## src/rtl/sram_mbist_ctrl.sv

```systemverilog
// March C- BIST controller driving the BIST port of a single-port SRAM macro.
// Optional MBIST_CHECKERBOARD_EN adds a second pass with a 0x55.. background.
module sram_mbist_ctrl #(
    parameter int unsigned DataWidth = 64,
    parameter int unsigned AddrWidth = 11
) (
    input  logic                 clk_i,
    input  logic                 rst_ni,
    input  logic                 start_i,
    output logic                 busy_o,
    output logic                 done_o,
    output logic                 fail_o,
    output logic [AddrWidth-1:0] fail_addr_o,
    output logic [2:0]           fail_elem_o,
    output logic                 bist_en_o,
    output logic                 bist_men_o,
    output logic                 bist_wen_o,
    output logic                 bist_ren_o,
    output logic [AddrWidth-1:0] bist_addr_o,
    output logic [DataWidth-1:0] bist_din_o,
    output logic [DataWidth-1:0] bist_bm_o,
    input  logic [DataWidth-1:0] bist_dout_i
);
`ifdef MBIST_CHECKERBOARD_EN
    localparam int unsigned NumPasses = 2;
`else
    localparam int unsigned NumPasses = 1;
`endif
    localparam logic                 LastPass = 1'(NumPasses - 1);
    localparam logic [AddrWidth-1:0] AddrMax  = {AddrWidth{1'b1}};
    localparam logic [DataWidth-1:0] Checker  = DataWidth'({(DataWidth + 1) / 2{2'b01}});

    typedef enum logic [1:0] {StIdle, StRun, StDrain, StDone} state_e;

    state_e               state_q;
    logic [2:0]           elem_q, elem_d, fail_elem_q, cmp_elem_q;
    logic [AddrWidth-1:0] addr_q, addr_d, fail_addr_q, cmp_addr_q;
    logic                 phase_q, phase_d, pass_q, pass_d;
    logic                 busy_q, done_q, fail_q, en_q, men_q, wen_q, ren_q, cmp_vld_q;
    logic [DataWidth-1:0] din_q, bm_q, cmp_exp_q;
    logic                 last_op, down, addr_end, cur_rd, nxt_rd;
    logic [DataWidth-1:0] bg, bg_d, cur_exp, nxt_wdata;

    // Properties of the operation currently driven and of the one that follows it.
    assign bg        = pass_q ? Checker : '0;
    assign bg_d      = pass_d ? Checker : '0;
    assign cur_rd    = (elem_q != 3'd0) && !phase_q;
    assign cur_exp   = (elem_q == 3'd2 || elem_q == 3'd4) ? ~bg : bg;
    assign nxt_rd    = (elem_d != 3'd0) && !phase_d;
    assign nxt_wdata = (elem_d == 3'd1 || elem_d == 3'd3) ? ~bg_d : bg_d;
    assign down      = (elem_q == 3'd3) || (elem_q == 3'd4);
    assign addr_end  = down ? (addr_q == '0) : (addr_q == AddrMax);

    // March sequencer: read/write pairs share an address, elements 3-4 run downward.
    always_comb begin
        elem_d  = elem_q;
        addr_d  = addr_q;
        phase_d = 1'b0;
        pass_d  = pass_q;
        last_op = 1'b0;
        if (elem_q == 3'd0 || elem_q == 3'd5 || phase_q) begin
            if (!addr_end) begin
                addr_d = down ? addr_q - AddrWidth'(1) : addr_q + AddrWidth'(1);
            end else if (elem_q == 3'd5) begin
                elem_d = 3'd0;
                addr_d = '0;
                if (pass_q == LastPass) begin
                    last_op = 1'b1;
                end else begin
                    pass_d = ~pass_q;
                end
            end else begin
                elem_d = elem_q + 3'd1;
                addr_d = (elem_q == 3'd2 || elem_q == 3'd3) ? AddrMax : '0;
            end
        end else begin
            phase_d = 1'b1;
        end
    end

    always_ff @(posedge clk_i or negedge rst_ni) begin
        if (!rst_ni) begin
            state_q     <= StIdle;
            elem_q      <= '0;
            addr_q      <= '0;
            phase_q     <= 1'b0;
            pass_q      <= 1'b0;
            busy_q      <= 1'b0;
            done_q      <= 1'b0;
            fail_q      <= 1'b0;
            fail_addr_q <= '0;
            fail_elem_q <= '0;
            en_q        <= 1'b0;
            men_q       <= 1'b0;
            wen_q       <= 1'b0;
            ren_q       <= 1'b0;
            din_q       <= '0;
            bm_q        <= '0;
            cmp_vld_q   <= 1'b0;
            cmp_exp_q   <= '0;
            cmp_addr_q  <= '0;
            cmp_elem_q  <= '0;
        end else begin
            // Read data arrives one cycle after the read; only the first mismatch is kept.
            if (cmp_vld_q && (bist_dout_i != cmp_exp_q) && !fail_q) begin
                fail_q      <= 1'b1;
                fail_addr_q <= cmp_addr_q;
                fail_elem_q <= cmp_elem_q;
            end
            cmp_vld_q <= 1'b0;
            case (state_q)
                StIdle, StDone: begin
                    if (start_i) begin
                        state_q     <= StRun;
                        busy_q      <= 1'b1;
                        done_q      <= 1'b0;
                        fail_q      <= 1'b0;
                        fail_addr_q <= '0;
                        fail_elem_q <= '0;
                        en_q        <= 1'b1;
                        bm_q        <= '1;
                        elem_q      <= '0;
                        addr_q      <= '0;
                        phase_q     <= 1'b0;
                        pass_q      <= 1'b0;
                        men_q       <= 1'b1;
                        wen_q       <= 1'b1;
                        ren_q       <= 1'b0;
                        din_q       <= '0;
                    end
                end
                StRun: begin
                    cmp_vld_q  <= cur_rd;
                    cmp_exp_q  <= cur_exp;
                    cmp_addr_q <= addr_q;
                    cmp_elem_q <= elem_q;
                    if (last_op) begin
                        state_q <= StDrain;
                        men_q   <= 1'b0;
                        wen_q   <= 1'b0;
                        ren_q   <= 1'b0;
                        din_q   <= '0;
                    end else begin
                        elem_q  <= elem_d;
                        addr_q  <= addr_d;
                        phase_q <= phase_d;
                        pass_q  <= pass_d;
                        men_q   <= 1'b1;
                        wen_q   <= !nxt_rd;
                        ren_q   <= nxt_rd;
                        din_q   <= nxt_rd ? '0 : nxt_wdata;
                    end
                end
                StDrain: begin
                    state_q <= StDone;
                    busy_q  <= 1'b0;
                    done_q  <= 1'b1;
                    en_q    <= 1'b0;
                    bm_q    <= '0;
                end
                default: state_q <= StIdle;
            endcase
        end
    end

    assign busy_o      = busy_q;
    assign done_o      = done_q;
    assign fail_o      = fail_q;
    assign fail_addr_o = fail_addr_q;
    assign fail_elem_o = fail_elem_q;
    assign bist_en_o   = en_q;
    assign bist_men_o  = men_q;
    assign bist_wen_o  = wen_q;
    assign bist_ren_o  = ren_q;
    assign bist_addr_o = addr_q;
    assign bist_din_o  = din_q;
    assign bist_bm_o   = bm_q;

endmodule

```

## config.mk

```make
export PLATFORM = sky130hd
export DESIGN_NAME = sram_mbist_ctrl
export DESIGN_NICKNAME = d
export VERILOG_FILES = /design/src/rtl/sram_mbist_ctrl.sv
export SDC_FILE = /design/constraint.sdc
export NUM_CORES = 1
export LEC_CHECK = 0
export CORE_MARGIN = 2
export CORE_UTILIZATION = 40
export CTS_BUF_LIST = sky130_fd_sc_hd__clkbuf_16
export DETAILED_ROUTE_END_ITERATION = 6
export PLACE_DENSITY_LB_ADDON = 0.08
export SETUP_SLACK_MARGIN = 0.02
export SLEW_MARGIN = 10
export SYNTH_ARGS = -nofsm -noshare
export SYNTH_HDL_FRONTEND = slang
export SYNTH_SLANG_ARGS = --single-unit
```

## constraint.sdc

```tcl
create_clock -name clk_i -period 3.3 [get_ports clk_i]
set_input_delay 0.495 -clock clk_i [delete_from_list [all_inputs] [get_ports clk_i]]
set_output_delay 0.495 -clock clk_i [all_outputs]
set_load 0.005 [all_outputs]
```

Yosys cells after proc, flatten, opt, wreduce, memory -nomap -nowiden
Cells that the tools add are included.
Word-level totals
  flip-flop bits (word level): 245
  bits of input ports: 67
  logic and storage cells: 127
Operators by class
  add/subtract/negate cells: 3
  equality and inequality tests: 15
  multiplexer cells: 61
  bitwise operators: 3
  reductions and logical operators: 26
Operator list (count)
  64-bit two-way mux: 6
  64-bit case mux with 2 select lines: 2
  63-bit inverter with 64-bit output: 2
  63-bit two-way mux: 2
  11-bit two-way mux: 10
  64-bit inequality test: 1
  3-bit two-way mux: 8
  11-bit case mux with 2 select lines: 1
  1-bit two-way mux: 21
  1-bit case mux with 2 select lines: 7
  11-bit by 1-bit adder with 11-bit output, second input constant: 1
  11-bit == test, second input constant: 1
  11-bit zero test: 1
  11-bit by 1-bit subtractor with 11-bit output, second input constant: 1
  3-bit by 2-bit == test with 1-bit output, second input constant: 3
  2-bit inequality test, second input constant: 4
  3-bit == test, second input constant: 2
  1-bit logical OR: 6
  2-bit case mux with 3 select lines: 1
  3-bit case mux with 2 select lines: 1
  2-bit AND reduction: 3
  3-bit nonzero test: 2
  2-bit == test, second input constant: 2
  1-bit logical AND: 4
  12 further kinds: 16

Logic depth before layout (Yosys ltp)
Gate-level depths: netlist of the first run.
  depth in word-level cells: 11
  mapped depth: 12
  depth with buffers taken out: 11

Worst setup path before layout of the first run
Ideal clock, no wire load.
  kind: reg-to-reg
  start point: reg elem_q[2]
  end point: reg addr_q[10] (netlist: bist_addr_o[10])
  library setup time: 0.066 ns
  data arrival time: 2.764 ns
  required time: 3.234 ns
  setup slack: 0.470 ns
  cell stages (with the launch flop): 12
  path buffers: 1
  period minus slack after synthesis: 2.830 ns
  cell sequence: dfrtp_1 buf_2 nand2b_1 mux2i_2 ha_1 nor2b_1 o21ai_0 a21oi_1 o21a_1 o211ai_1 mux2i_1 o211a_1
On the way
  cells in the longest elaborated chain, start to end: 8
  elaborated cells between the ends (all ways): 23
  classes of those cells: eq/ne (6); mux (11); reduce/logical (6)
RTL lines
  start, declared: line 36  | logic [2:0] elem_q, elem_d, fail_elem_q, cmp_elem_q;
  start signal, assigned: line 144  | elem_q <= elem_d;
  3-bit by 2-bit == test with 1-bit output (on tied branches): line 74, 51
  1-bit logical OR: line 74  | addr_d = (elem_q == 3'd2 || elem_q == 3'd3) ? AddrMax : '0;
  11-bit two-way mux: line 74
  11-bit two-way mux: line 64  | end else if (elem_q == 3'd5) begin
  11-bit two-way mux: line 62  | if (!addr_end) begin
  11-bit two-way mux: line 61  | if (elem_q == 3'd0 || elem_q == 3'd5 || phase_q) begin
  11-bit two-way mux: line 137  | if (last_op) begin
  11-bit case mux with 2 select lines: line 111  | case (state_q)
  end signal, assigned: line 145  | addr_q <= addr_d;
  end, declared: line 37  | logic [AddrWidth-1:0] addr_q, addr_d, fail_addr_q, cmp_addr_q;
Parallel ways exist; a longest one is shown, timed or not. The select of a mux whose other input is x is not followed.
A chain may end at the register's enable or synchronous reset.

Worst setup path in the final report of the first run
Same ends and word-level chain as after synthesis.

==> qor.yml, run 1 <==
layout_min_cycle_time_ns: 2.90
clkPwrFrac: 0.188
wl_met2_um: 5880
grt-ovfl-total: 0
synthMuxAreaShare: 0.0898
start_kind: "register"
gp_congestion: 0.844
grt_pass1_vias: 3429
dpl_worst_slack_ns: 0.282
fin_total_pwr_uw: 4440
fin_nets: 690
ir_drop_uv: 390
ant_nets: 0
synth_seq_area_share: 0.317
reg2reg_slack_ns: 0.40
dp_hpwl_um: 9070
power_switching_uw: 1680
drive_above_1_share: 0.0749
combPwrFrac: 0.543
synth_xor_area_frac: 0.0214
synthAdderAreaFrac: 0.0406
worstPathRequired_ns: 3.56
dr.max_layer_used: "met4"
grt_max_degree: 68
met3_length_um: 766
drc: 0
skew_ns: 0.00466
power_frac_seq: 0.269
cts_root_buffer: "clkbuf_16"
die-area_um2: 12100
slew_violations: 0
fin_util: 0.572
postLayoutCellArea_um2: 6220
outcome: "finished clean"
vias: 3765
cts_tree: "built"
finalCritPeriodShare: 0.878
fillerInstances: 955
reg2regPathDepth: 11
rsz0062_at_grt: "no"
clockBufferDepth: 2
io_pins: 227
synth_compound_area_frac: 0.107
h-tree-depth: 3
drt_pass1_iterations: 4
setup_viol: 0
worst_pin_slew_ns: 0.997
power.leakage_uw: 0.00254
syn_nets: 593
cts.repair.resized: 0
critical_path.endpoint_type: "register"
r2r-end: "bist_addr_o[10]"
cts-hold-fix-buffers: 0
postCtsSetupRepairBufs: 0
setup_tns_ns: 0
hold_path.class: "primary input to asynchronous set/reset pin"
ys_seq_elements: 57
wirelength_um: 12000
slew_headroom: 0.335
io_buffers: 226
arrival_ns: 3.16
max_freq_mhz: 345
syn_area_um2: 4500
ys_types: 53
antenna_cells: 0
synth_cells: 512
reg2reg_from: "elem_q[2]"
die_w_um: 110
vias_per_cell: 4.99
yosys_warnings: 0
synth_top_family_by_area: "buffers and inverters"
syn_area_per_cell_um2: 8.79
clock_sinks: 57
grt_pass1_wl_um: 17800
antenna_found_initial: 0
maxCapViolations: 0
detail_route.wl_per_cell_um: 15.9
core_um2: 10900
die_h_um: 110
synthSimpleGateAreaFrac: 0.183
dpl_cell_area_um2: 5950
p_int_uw: 2760
cts_buffers: 9
synth_edf_count: 0
async_reset_ff_frac: 1.00
path_class: "register to register"
netSwitchingFraction: 0.378
fin_ws_ns: 0.401
wl_met1_um: 5220
grt_usage: 0.187
rows: 38
drtIter0Drc: 216
finalHoldViolCount: 0
ys.flop_type: "dfrtp_1"
start_util: 0.413
critPathMaxFanout: 10
area_delta_synth_final_pct: 38.4
clkTransAtPathRegs_ns: 0.05
clk_latency_ns: 0.32
power.density_nw_per_um2: 713
[layout by cell type (no fill, tap or decap), drive strengths merged, types with 9 or more instances in the layout]
| master | instances |
|---|---|
| clkdlybuf4s50 | 225 |
| dfrtp | 57 |
| nor2 | 36 |
| nand2 | 32 |
| o21ai | 27 |
| mux2i | 22 |
| mux2 | 16 |
| nor3 | 15 |
| a21oi | 14 |
| ha | 13 |
| or4 | 12 |
| nand3 | 11 |
| or3 | 11 |
| nor4 | 11 |
| inv | 11 |
| nand4 | 10 |
| xnor2 | 10 |
| clkbuf | 9 |
[power by group through the flow]
stage	clock (µW)	combinational [µW]	sequential (µW)
after floorplan	0	1780	1090
after global placement	0	2390	1200
after detailed placement	0	2430	1210
after CTS	851	2440	1200
after global routing	887	2670	1240
final	836	2410	1190
[synth_stat cells (10+ instances only)]
master / n / area, µm²
nor2_1: 35 / 131
nor3_1: 15 / 75.1
or3_1: 11 / 68.8
xnor2_1: 10 / 87.6
mux2i_1: 21 / 210
ha_1: 13 / 163
o21ai_0: 11 / 55.1
buf_4: 129 / 968
nor4_1: 11 / 68.8
or4_1: 12 / 90.1
inv_1: 10 / 37.5
o21ai_1: 16 / 80.1
mux2_2: 16 / 180
a21oi_1: 14 / 70.1
dfrtp_1: 57 / 1430
nand2_1: 32 / 120
nand3_1: 11 / 55.1
clkbuf_1: 14 / 52.6
nand4_1: 10 / 62.6
[metrics by stage]
step | cells | hold slack (ns)
3_5_place_dp | 738 | 0.490
3_3_place_gp | 738 | 0.477
5_1_grt | 754 | 0.292
6_report | 754 | 0.224
2_1_floorplan | 512 | 0.199
4_1_cts | 754 | 0.248
[flip-flops by register name, summed over array words and instances (netlist names), 3 cells and up]
name,count
bist_addr_o,11
elem_q,3
fail_elem_o,3
fail_addr_o,11
cmp_elem_q,3
cmp_addr_q,11
[worst max path at each step]
stage                         start               to  slack [ns]
global placement    bist_dout_i[28]   fail_addr_o[0]        0.34
CTS                       elem_q[2]  bist_addr_o[10]        0.42
detailed placement   bist_dout_i[4]   fail_addr_o[5]        0.28
global route              elem_q[2]  bist_addr_o[10]        0.11
floorplan                 elem_q[2]  bist_addr_o[10]        0.47
finish                    elem_q[2]  bist_addr_o[10]        0.40
[cells by family after synthesis]
logic type,after synthesis
AO/OA/AOI/OAI,74
XOR/XNOR,11
adder cells (fa/ha/maj),14
buffers and inverters,158
flip-flops,57
multiplexers,38
AND/OR/NAND/NOR,160
[worst max-delay path: stages, from the launching register on]
cell and delay, ns:
dfrtp_1 0.48, nand2b_1 0.25, mux2i_2 0.40, inv_1 0.11, fa_1 0.42, nor2b_1 0.13
o21ai_0 0.11, a21oi_1 0.26, o21a_1 0.22, o211ai_1 0.13, mux2i_1 0.17, o211a_1 0.15
[metal layers]
| metal | GRT usage | up-vias |
|---|---|---|
| met3 | 0.0353 | 12 |
| li1 | - | 1873 |
| met2 | 0.322 | 121 |
| met1 | 0.239 | 1759 |
| met4 | 0.0515 | 0 |
| met5 | 0 | - |
[cell type report]
class                           instances  area, µm²  share of cell area
Clock buffer                            9        225              0.0362
Timing Repair Buffer                  233       2320               0.373
Tap cell                              140        175              0.0281
Sequential cell                        57       1430               0.229
Clock inverter                          7       46.3             0.00744
Multi-Input combinational cell        297       1990               0.319
Inverter                               11       41.3             0.00663
Note: power is estimated with default switching activity, not from simulation.
==> run 2, diff against run 1 <==
- CORE_UTILIZATION: 40 -> 41
==> qor.yml, run 2 (synthesis gave the netlist of run 1 again) <==
cts_root_buffer: "clkbuf_16"  # unchanged
clockBufferDepth: 2  # unchanged
power.density_nw_per_um2: 751  # was 713 nW/µm²
rsz0062_at_grt: "no"  # unchanged
power_frac_seq: 0.248  # was 0.269
drive_above_1_share: 0.0825  # was 0.0749
outcome: "finished clean"  # unchanged
die_h_um: 109  # was 110 µm
max_stage_delay_ns: 0.44  # was 0.48 ns
grt-ovfl-total: 0  # unchanged
clkTransAtPathRegs_ns: 0.06  # was 0.05 ns
worstPathRequired_ns: 3.57  # was 3.56 ns
wirelength_um: 12200  # was 12000 µm
path_cells: "nand2b_1, mux2i_2, ha_1, nor2b_1, o21ai_0, a21oi_1, o21a_1, o211ai_1, mux2i_1, o211a_1"  # was nand2b_1, mux2i_2, inv_1, fa_1, nor2b_1, o21ai_0, a21oi_1, o21a_1, o211ai_1, mux2i_1, o211a_1
mostFrequentLayoutCells: "clkdlybuf4s50_1 (225), dfrtp_1 (56), nor2_1 (35)"  # unchanged
hold_path.class: "primary input to asynchronous set/reset pin"  # unchanged
reg2reg_from: "elem_q[0]"  # was elem_q[2]
antenna_found_initial: 0  # unchanged
dp_cells: 742  # was 738
ant_nets: 0  # unchanged
postCtsSetupRepairBufs: 0  # unchanged
rows: 38  # unchanged
critPathTopFamily: "compound AO/OA/AOI/OAI gates"  # unchanged
cts_tree: "built"  # unchanged
grt_pass1_wl_um: 18200  # was 17800 µm
grt_usage: 0.195  # was 0.187
grt_max_degree: 68  # unchanged
arrival_ns: 3.02  # was 3.16 ns
critical_path.endpoint_type: "register"  # unchanged
vias_per_cell: 5.02  # was 4.99
dpl_worst_slack_ns: 0.217  # was 0.282 ns
slew_headroom: 0.376  # was 0.335
fin_total_pwr_uw: 4740  # was 4440 µW
power_switching_uw: 1720  # was 1680 µW
skew_ns: 0.0107  # was 0.00466 ns
h-tree-depth: 3  # unchanged
path_class: "register to register"  # unchanged
maxCapViolations: 0  # unchanged
combPwrFrac: 0.521  # was 0.543
finalNonFillerCells: 758  # was 754
drt_pass1_iterations: 5  # was 4
layout_min_cycle_time_ns: 2.75  # was 2.90 ns
setup_viol: 0  # unchanged
slew_violations: 0  # unchanged
power.leakage_uw: 0.00260  # was 0.00254 µW
io_buffers: 226  # unchanged
p_int_uw: 3030  # was 2760 µW
drc: 0  # unchanged
crit_slowest_cell: "dfrtp_1"  # unchanged
clkPwrFrac: 0.231  # was 0.188
cts-hold-fix-buffers: 0  # unchanged
dp_hpwl_um: 9220  # was 9070 µm
netSwitchingFraction: 0.362  # was 0.378
start_kind: "register"  # unchanged
vias: 3805  # was 3765
crit_start: "elem_q[0]"  # was elem_q[2]
antenna_cells: 0  # unchanged
finalHoldViolCount: 0  # unchanged
crit_buf_inv: 0  # was 1
fin_nets: 694  # was 690
detail_route.wl_per_cell_um: 16.0  # was 15.9 µm
fin_ws_ns: 0.548  # was 0.401 ns
cts_buffers: 9  # unchanged
core_um2: 10800  # was 10900 µm²
finalCritPeriodShare: 0.834  # was 0.878
area_delta_synth_final_pct: 40.5  # was 38.4%
gp_congestion: 0.833  # was 0.844
start_util: 0.417  # was 0.413
worst_pin_slew_ns: 0.935  # was 0.997 ns
die-area_um2: 11800  # was 12100 µm²
ir_drop_uv: 403  # was 390 µV
cts.repair.resized: 0  # unchanged
die_w_um: 109  # was 110 µm
setup_tns_ns: 0  # unchanged
clk_latency_ns: 0.33  # was 0.32 ns
grt_pass1_vias: 3459  # was 3429
critPathMaxFanout: 6  # was 10
drtIter0Drc: 151  # was 216
max_freq_mhz: 363  # was 345 MHz
final_common_cell: "clkdlybuf4s50_1"  # unchanged
io_pins: 227  # unchanged
clock_sinks: 57  # unchanged
fin_util: 0.586  # was 0.572
==> run 2: cell types whose count changed in the layout (fill, tap and decap cells not counted), sizes merged <==
| cell | previous run | this run |
|---|---|---|
| inv | 11 | 12 |
| clkinvlp | 2 | 0 |
| buf | 8 | 12 |
| bufinv | 0 | 3 |
| clkinv | 5 | 3 |
==> run 2: metrics by stage <==
stage	cell area [µm²]	hold WS, ns
after global routing	6320	0.287
after global placement	5970	0.484
after CTS	6320	0.244
after floorplan	4500	0.199
after detailed placement	5970	0.484
final	6320	0.220
==> run 2: power groups by stage <==
stage / clock [µW] / sequential [µW] / combinational [µW]
6_report: 1090 / 1180 / 2470
5_1_grt: 1130 / 1230 / 2720
4_1_cts: 1100 / 1180 / 2490
3_5_place_dp: 0 / 1190 / 2480
3_3_place_gp: 0 / 1180 / 2440
2_1_floorplan: 0 / 1090 / 1780
==> run 2: area by class of cell <==
type	instances	area (µm²)
fillers	929	4470
repair buffers	237	2340
multi-input cells	297	1990
flip-flops and latches	57	1430
clock buffers	9	225
well taps	140	175
clock inverters	7	125
inverters	11	41.3
==> run 2: worst paths after layout <==
check,slack (ns),cells after the start,to
setup / recovery,0.55,10,bist_addr_o[10]
setup reg to reg,0.55,10,bist_addr_o[10]
min in group clk_i,0.51,1,cmp_addr_q[10]
hold reg to reg,0.51,1,cmp_addr_q[10]
hold / removal,0.22,1,cmp_addr_q[9]
max in group asynchronous,2.41,2,cmp_addr_q[6]
==> run 2: worst register-to-register path, stage by stage (launching register included) <==
cell	delay, ns
dfrtp_1	0.44
nand2b_1	0.20
mux2i_2	0.37
ha_1	0.35
nor2b_1	0.14
o21ai_0	0.22
a21oi_1	0.15
o21a_1	0.24
o211ai_1	0.23
mux2i_1	0.21
o211a_1	0.15
==> run 2: per-layer routing <==
metal  vias up  track usage  part of all wire
li1       1876            -                 -
met1      1785        0.246              0.42
met2       126        0.337              0.50
met3        18       0.0365             0.061
met4         0       0.0604             0.016
met5         -            0                 0
